File: src/rtl/lsu_bus_pkg.sv
// Shared types and constants for the load/store unit: FSM states, dm_op
// encodings, byte-enable patterns and load-extension helpers.
package lsu_bus_pkg;

  typedef enum logic [1:0] {
    LSU_IDLE = 2'd0,
    LSU_REQ  = 2'd1,
    LSU_WAIT = 2'd2,
    LSU_DONE = 2'd3
  } lsu_state_e;

  typedef enum logic [1:0] {
    SZ_BYTE = 2'd0,
    SZ_HALF = 2'd1,
    SZ_WORD = 2'd2
  } lsu_size_e;

  localparam logic [2:0] DM_OP_WD = 3'd0;
  localparam logic [2:0] DM_OP_BS = 3'd1;
  localparam logic [2:0] DM_OP_BZ = 3'd2;
  localparam logic [2:0] DM_OP_HS = 3'd3;
  localparam logic [2:0] DM_OP_HZ = 3'd4;
  localparam logic [2:0] DM_OP_SB = 3'd5;
  localparam logic [2:0] DM_OP_SH = 3'd6;

  localparam logic [3:0] BE_WORD    = 4'b1111;
  localparam logic [3:0] BE_HALF_LO = 4'b0011;
  localparam logic [3:0] BE_HALF_HI = 4'b1100;

  function automatic lsu_size_e op_size(input logic [2:0] op);
    case (op)
      DM_OP_BS, DM_OP_BZ, DM_OP_SB: op_size = SZ_BYTE;
      DM_OP_HS, DM_OP_HZ, DM_OP_SH: op_size = SZ_HALF;
      default:                      op_size = SZ_WORD;
    endcase
  endfunction

  function automatic logic op_signed(input logic [2:0] op);
    op_signed = (op == DM_OP_BS) || (op == DM_OP_HS);
  endfunction

  function automatic logic [31:0] ext_byte(input logic signed [7:0] b, input logic sgn);
    ext_byte = sgn ? 32'(b) : {24'h0, b};
  endfunction

  function automatic logic [31:0] ext_half(input logic signed [15:0] h, input logic sgn);
    ext_half = sgn ? 32'(h) : {16'h0, h};
  endfunction

endpackage

File: src/rtl/lsu_bus_if.sv
// External data-bus signals between the load/store unit (master) and the
// memory system (slave): request/grant plus a single response channel.
interface lsu_bus_if #(
  parameter int ADDR_W = 32
) ();
  logic              bus_req;
  logic              bus_we;
  logic [ADDR_W-1:0] bus_addr;
  logic [3:0]        bus_be;
  logic [31:0]       bus_wdata;
  logic              bus_gnt;
  logic              bus_rvalid;
  logic [31:0]       bus_rdata;

  modport master (
    output bus_req, bus_we, bus_addr, bus_be, bus_wdata,
    input  bus_gnt, bus_rvalid, bus_rdata
  );

  modport slave (
    input  bus_req, bus_we, bus_addr, bus_be, bus_wdata,
    output bus_gnt, bus_rvalid, bus_rdata
  );
endinterface

File: src/rtl/lsu_lane.sv
// Little-endian lane steering: byte enables, lane-replicated store data and
// sign/zero-extended load data for a given dm_op and address offset.
module lsu_lane
  import lsu_bus_pkg::*;
(
  input  logic [2:0]  i_op,
  input  logic [1:0]  i_addr_lo,
  input  logic [31:0] i_data,
  output logic [3:0]  o_be,
  output logic [31:0] o_wdata,
  output logic [31:0] o_ldata
);

  logic [7:0]  w_byte;
  logic [15:0] w_half;
  logic        w_sgn;

  assign w_byte = i_data[{i_addr_lo, 3'b000} +: 8];
  assign w_half = i_addr_lo[1] ? i_data[31:16] : i_data[15:0];
  assign w_sgn  = op_signed(i_op);

  // Half accesses look only at addr[1] and words at no address bits, so a
  // misaligned access without the exception path rounds down naturally.
  always_comb begin
    o_be    = BE_WORD;
    o_wdata = i_data;
    o_ldata = i_data;
    case (op_size(i_op))
      SZ_BYTE: begin
        o_be    = 4'b0001 << i_addr_lo;
        o_wdata = {4{i_data[7:0]}};
        o_ldata = ext_byte(w_byte, w_sgn);
      end
      SZ_HALF: begin
        o_be    = i_addr_lo[1] ? BE_HALF_HI : BE_HALF_LO;
        o_wdata = {2{i_data[15:0]}};
        o_ldata = ext_half(w_half, w_sgn);
      end
      default: begin
        o_be    = BE_WORD;
        o_wdata = i_data;
        o_ldata = i_data;
      end
    endcase
  end

endmodule

File: src/rtl/lsu_bus.sv
// Load/store unit: single-outstanding req/gnt/rvalid bus master that stalls
// the pipeline per access. Define LSU_MISALIGN_EXC_EN to flag misaligned
// half/word accesses instead of issuing them.
module lsu_bus
  import lsu_bus_pkg::*;
#(
  parameter int ADDR_W = 32,
  parameter int DATA_W = 32
) (
  input  logic              clk,
  input  logic              rst_n,
  input  logic              dm_rd,
  input  logic              dm_wr,
  input  logic [2:0]        dm_op,
  input  logic [ADDR_W-1:0] addr,
  input  logic [DATA_W-1:0] wdata,
  output logic [DATA_W-1:0] rdata,
  output logic              stall,
  output logic              misalign,
  lsu_bus_if.master         bus
);

  lsu_state_e        r_state;
  logic              r_bus_req;
  logic              r_bus_we;
  logic [ADDR_W-1:0] r_bus_addr;
  logic [3:0]        r_bus_be;
  logic [DATA_W-1:0] r_bus_wdata;
  logic [DATA_W-1:0] r_rdata;
  logic [2:0]        r_op;
  logic [1:0]        r_addr_lo;

  logic        w_access;
  logic        w_idle;
  logic        w_misalign;
  logic        w_start;
  logic [3:0]  w_st_be;
  logic [31:0] w_st_wdata;
  logic [31:0] w_ld_data;
  logic [31:0] w_st_ldata_unused;
  logic [3:0]  w_ld_be_unused;
  logic [31:0] w_ld_wdata_unused;

  assign w_access = dm_rd | dm_wr;
  assign w_idle   = (r_state == LSU_IDLE);

`ifdef LSU_MISALIGN_EXC_EN
  lsu_size_e w_size;
  assign w_size     = op_size(dm_op);
  assign w_misalign = w_idle & w_access &
                      (((w_size == SZ_HALF) & addr[0]) |
                       ((w_size == SZ_WORD) & (|addr[1:0])));
`else
  assign w_misalign = 1'b0;
`endif

  assign w_start  = w_idle & w_access & ~w_misalign;
  // Combinational so the requesting instruction is frozen from its first cycle.
  assign stall    = rst_n & (w_start | (r_state == LSU_REQ) | (r_state == LSU_WAIT));
  assign misalign = rst_n & w_misalign;
  assign rdata    = r_rdata;

  lsu_lane u_lane_st (
    .i_op      (dm_op),
    .i_addr_lo (addr[1:0]),
    .i_data    (wdata),
    .o_be      (w_st_be),
    .o_wdata   (w_st_wdata),
    .o_ldata   (w_st_ldata_unused)
  );

  lsu_lane u_lane_ld (
    .i_op      (r_op),
    .i_addr_lo (r_addr_lo),
    .i_data    (bus.bus_rdata),
    .o_be      (w_ld_be_unused),
    .o_wdata   (w_ld_wdata_unused),
    .o_ldata   (w_ld_data)
  );

  always_ff @(posedge clk or negedge rst_n) begin
    if (!rst_n) begin
      r_state     <= LSU_IDLE;
      r_bus_req   <= 1'b0;
      r_bus_we    <= 1'b0;
      r_bus_addr  <= '0;
      r_bus_be    <= 4'b0000;
      r_bus_wdata <= '0;
      r_rdata     <= '0;
      r_op        <= DM_OP_WD;
      r_addr_lo   <= 2'b00;
    end else begin
      case (r_state)
        LSU_IDLE: begin
          if (w_start) begin
            r_state     <= LSU_REQ;
            r_bus_req   <= 1'b1;
            r_bus_we    <= dm_wr;
            r_bus_addr  <= {addr[ADDR_W-1:2], 2'b00};
            r_bus_be    <= w_st_be;
            r_bus_wdata <= w_st_wdata;
            r_op        <= dm_op;
            r_addr_lo   <= addr[1:0];
          end
        end
        LSU_REQ: begin
          if (bus.bus_gnt) begin
            r_state   <= LSU_WAIT;
            r_bus_req <= 1'b0;
          end
        end
        LSU_WAIT: begin
          if (bus.bus_rvalid) begin
            r_state <= LSU_DONE;
            r_rdata <= w_ld_data;
          end
        end
        default: r_state <= LSU_IDLE;
      endcase
    end
  end

  assign bus.bus_req   = r_bus_req;
  assign bus.bus_we    = r_bus_we;
  assign bus.bus_addr  = r_bus_addr;
  assign bus.bus_be    = r_bus_be;
  assign bus.bus_wdata = r_bus_wdata;

endmodule

File: src/flat_wrapper.sv
// flat-port wrapper written by rule: the top's interface ports become plain ports
module lsu_bus_flat import lsu_bus_pkg::*;
#(
  parameter int ADDR_W = 32,
  parameter int DATA_W = 32
)
  (clk, rst_n, dm_rd, dm_wr, dm_op, addr, wdata, rdata, stall, misalign, bus_bus_req, bus_bus_we, bus_bus_addr, bus_bus_be, bus_bus_wdata, bus_bus_gnt, bus_bus_rvalid, bus_bus_rdata);
  lsu_bus_if #(.ADDR_W(ADDR_W)) bus_i ();
  input  logic clk;
  input  logic rst_n;
  input  logic dm_rd;
  input  logic dm_wr;
  input  logic [2:0] dm_op;
  input  logic [ADDR_W-1:0] addr;
  input  logic [DATA_W-1:0] wdata;
  output logic [DATA_W-1:0] rdata;
  output logic stall;
  output logic misalign;
  output wire logic [$bits(bus_i.bus_req)-1:0] bus_bus_req;
  output wire logic [$bits(bus_i.bus_we)-1:0] bus_bus_we;
  output wire logic [$bits(bus_i.bus_addr)-1:0] bus_bus_addr;
  output wire logic [$bits(bus_i.bus_be)-1:0] bus_bus_be;
  output wire logic [$bits(bus_i.bus_wdata)-1:0] bus_bus_wdata;
  input wire logic [$bits(bus_i.bus_gnt)-1:0] bus_bus_gnt;
  input wire logic [$bits(bus_i.bus_rvalid)-1:0] bus_bus_rvalid;
  input wire logic [$bits(bus_i.bus_rdata)-1:0] bus_bus_rdata;
  assign bus_bus_req = bus_i.bus_req;
  assign bus_bus_we = bus_i.bus_we;
  assign bus_bus_addr = bus_i.bus_addr;
  assign bus_bus_be = bus_i.bus_be;
  assign bus_bus_wdata = bus_i.bus_wdata;
  assign bus_i.bus_gnt = bus_bus_gnt;
  assign bus_i.bus_rvalid = bus_bus_rvalid;
  assign bus_i.bus_rdata = bus_bus_rdata;
  lsu_bus #(.ADDR_W(ADDR_W), .DATA_W(DATA_W)) u_core (.clk(clk), .rst_n(rst_n), .dm_rd(dm_rd), .dm_wr(dm_wr), .dm_op(dm_op), .addr(addr), .wdata(wdata), .rdata(rdata), .stall(stall), .misalign(misalign), .bus(bus_i));
endmodule
File: config.mk
export PLATFORM = sky130hd
export DESIGN_NAME = lsu_bus_flat
export DESIGN_NICKNAME = d
export VERILOG_FILES = /design/src/rtl/lsu_bus_pkg.sv /design/src/rtl/lsu_bus_if.sv /design/src/rtl/lsu_lane.sv /design/src/rtl/lsu_bus.sv /design/src/flat_wrapper.sv
export SDC_FILE = /design/constraint.sdc
export NUM_CORES = 1
export LEC_CHECK = 0
export CAP_MARGIN = 20
export CORE_ASPECT_RATIO = 1.1
export CORE_MARGIN = 2
export CORE_UTILIZATION = 40
export CTS_BUF_LIST = sky130_fd_sc_hd__clkbuf_8
export CTS_CLUSTER_SIZE = 14
export DETAILED_ROUTE_END_ITERATION = 16
export GPL_TIMING_DRIVEN = 0
export PLACE_DENSITY_LB_ADDON = 0.08
export SLEW_MARGIN = 40
export SYNTH_ARGS = -nofsm -noshare
export SYNTH_HDL_FRONTEND = slang
export SYNTH_SLANG_ARGS = --single-unit
File: constraint.sdc
create_clock -name clk -period 1.7 [get_ports clk]
set_input_delay 0.425 -clock clk [delete_from_list [all_inputs] [get_ports clk]]
set_output_delay 0.425 -clock clk [all_outputs]
set_load 0.005 [all_outputs]
==> results_dict.tcl <==
set metrics [dict create \
    cts-root-buf "clkbuf_8" \
    layout-drive-gt1-share 0.183 \
    layout_common_cells "176 x nand2_1, 110 x clkdlybuf4s50_1, 107 x dfrtp_1" \
    synth_top_family_by_area "simple AND/OR/NAND/NOR gates" \
    die-width_um 110 \
    synth-edff-count 0 \
    ys.flop_type "dfrtp_1" \
    grt_max_degree 73 \
    fillCellCount 1016 \
    critPathLaunchType "flop" \
    synth_compound_area_frac 0.155 \
    clk_path_buf_depth 2 \
    worstPathMaxFanout 3 \
    rsz0062_at_grt "yes" \
    slew-limit-headroom 0.619 \
    grt_pass1_vias 5054 \
    synth_xor_area_frac 0 \
    drcViolationCount 0 \
    antenna_cells 0 \
    routed_via_density 5.07 \
    cts.htree.levels 3 \
    period_needed_ps 1950 \
    grt_pass1_wl_mm 25.4 \
    hpwl_mm 11.6 \
    postSynthCellCount 553 \
    io_pins 209 \
    status "finished, violations left" \
    hold_class "in -> async" \
    ys_seq_area_frac 0.539 \
    dr.pass1.iters 4 \
    cts_buffers 9 \
    top_layer_used "met4" \
    track_usage 0.246 \
    fmax_ghz 0.513 \
    fin_crit_sh 1.15 \
    r2r_end "u_core.rdata[9]$_DFFE_PN0P_" \
    grt_overflow 0 \
    skew_ps 9.49 \
    reg2reg_setup_slack_ps -170 \
    hold_viol 0 \
    die_area_um2 13300 \
    clock-sinks 107 \
    wl_met2_mm 8.17 \
    core.rowCount 42 \
    portBuffers 205 \
    violations "negative setup slack" \
    start_util 0.411 \
    cts_tree "yes" \
    wl_met1_mm 6.41 \
    power_leakage_nw 4.29 \
    core_um2 12100 \
    routed_wl_mm 16.2 \
    syn_to_final_growth_pct 64.5 \
    mostFrequentLayoutCell "nand2_1" \
    yosysUniqueCellTypes 48 \
    clock_latency_ps 370 \
    final_net_count 918 \
    crit_path_end "stall" \
    path_clk_slew_ps 100 \
    end_kind "output port" \
    fin_ws_ps -248 \
    synthSimpleGateAreaFrac 0.210 \
    max-cap-violations 0 \
    cp.arrival_ps 1520 \
    p_per_area_nw_per_um2 1660 \
    worst_pin_slew_ps 569 \
    crit_required_ps 1270 \
    ys.warnings.count 0 \
    synthMuxAreaShare 0.0454 \
    met3_length_mm 1.24 \
    wl_per_cell_um 16.8 \
    fp.dieH_um 121 \
    r2r_cells 5 \
    drv_slew 0 \
    synth_seq_cells 107 \
    synth_area_per_cell_um2 8.98 \
    worstSetupPathType "reg -> out" \
    antenna_found_initial 0 \
    dp_slack_ps -993 \
    synthAdderAreaFrac 0.0101 \
    netlist_area_um2 4960 \
    vdd_ir_drop_max_mv 0.756 \
    drt_iter0_drc 213 \
    setup_viol 33 \
    reg2reg_from "u_core.r_addr_lo[1]$_DFFE_PN0P_" \
    ys_async_sr_fraction 1.00 \
    gp_congestion 0.870 \
    totalPowerFinal_mw 13.6 \
    detail-route-antenna-nets 0 \
    crit_path_start "u_core.r_state[0]$_DFFE_PN0P_" \
    vias 4910 \
]
==> per-layer routing <==
layer  vias to the layer above  track usage
met3                        27       0.0685
met1                      2340        0.306
met2                       171        0.406
li1                       2372            -
met5                         -            0
met4                         0       0.0875
==> kinds of logic (layout without fill, tap and decap cells) <==
group | after synthesis | in the layout
AND/OR/NAND/NOR | 253 | 253
AO/OA/AOI/OAI | 124 | 124
flip-flops | 107 | 107
buffers and inverters | 44 | 303
multiplexers | 20 | 20
adder cells (fa/ha/maj) | 4 | 4
other | 1 | 3
==> where the power goes <==
group | leakage [nW] | switching [mW] | internal (mW) | total, mW
Sequential | 1.29 | 0.703 | 3.80 | 4.51
Clock | 0.107 | 0.865 | 0.712 | 1.58
Combinational | 2.89 | 3.57 | 3.94 | 7.51
==> cells in the mapped netlist, types with 2 or more instances <==
cell type | n | area, µm²
a22oi_1 | 7 | 52.6
o32ai_1 | 2 | 17.5
buf_2 | 3 | 15.0
o21ai_0 | 36 | 180
nor3_1 | 16 | 80.1
nor2_1 | 38 | 143
nor3b_1 | 3 | 22.5
a21boi_0 | 8 | 60.1
nor2b_1 | 3 | 18.8
a31oi_1 | 9 | 56.3
buf_1 | 2 | 7.51
mux2i_1 | 9 | 90.1
ha_1 | 4 | 50.1
inv_1 | 8 | 30.0
nand2b_1 | 4 | 25.0
and2_1 | 2 | 12.5
buf_6 | 2 | 22.5
a21oi_1 | 39 | 195
o21a_1 | 2 | 15.0
o21ai_1 | 3 | 15.0
mux2_2 | 10 | 113
buf_4 | 3 | 22.5
nand2_1 | 176 | 661
clkbuf_1 | 26 | 97.6
nand3b_1 | 2 | 15.0
a221oi_1 | 8 | 70.1
dfrtp_1 | 107 | 2680
==> state kept, by name, summed over array words and instances, names as in the netlist <==
name	count
u_core.r_addr_lo	2
u_core.r_op	3
u_core.bus.bus_we	1
u_core.bus.bus_be	4
u_core.rdata	32
u_core.bus.bus_wdata	32
u_core.bus.bus_addr	30
u_core.r_state	2
u_core.bus.bus_req	1
==> worst min path at each step <==
stage                                       start                              endpoint  depth (start not counted)
2_1_floorplan                               rst_n   u_core.bus.bus_addr[10]$_DFFE_PN0P_                          0
3_3_place_gp   u_core.bus.bus_addr[7]$_DFFE_PN0P_    u_core.bus.bus_addr[7]$_DFFE_PN0P_                          2
3_5_place_dp                                rst_n    u_core.bus.bus_addr[5]$_DFFE_PN0P_                          1
4_1_cts                                     rst_n    u_core.bus.bus_addr[3]$_DFFE_PN0P_                          2
5_1_grt                                     rst_n  u_core.bus.bus_wdata[11]$_DFFE_PN0P_                          2
6_report                                    rst_n    u_core.bus.bus_addr[3]$_DFFE_PN0P_                          2
==> repair_timing <==
action,in CTS,in global routing
resized for setup,91,124
endpoints found under the hold margin,36,0
cloned,1,0
buffers inserted,13,26
hold buffers,2,0
setup endpoints to repair,128,169
pin swaps,4,14
==> worst max-delay path: stages, from the launching register on <==
cell and delay [ps]:
dfrtp_1 390, inv_2 70, ha_4 160, nor2b_4 120
o31a_1 280, buf_2 130
==> layout make-up <==
cell class                 instances  area (µm²)  share of cell area
clock inverter                     6        57.6             0.00705
multi-input combinational        404        2310               0.283
tap                              154         193              0.0236
inverter                           8        30.0             0.00368
timing repair buffer             248        2570               0.315
buffer                            31         194              0.0237
sequential                       107        2680               0.328
clock buffer                      10         138              0.0169
==> through the flow <==
step	TNS (ps)	util	hold slack [ps]	std cells	area (µm²)
global placement	-485680	0.597	456	914	7220
CTS	-3260	0.639	37.2	944	7720
global route	-6230	0.676	44.0	968	8170
detailed placement	-61250	0.601	325	915	7260
floorplan	-386	-	129	555	4970
finish	-3790	0.676	15.3	968	8170
No activity file was read; power rests on OpenSTA's default activity.
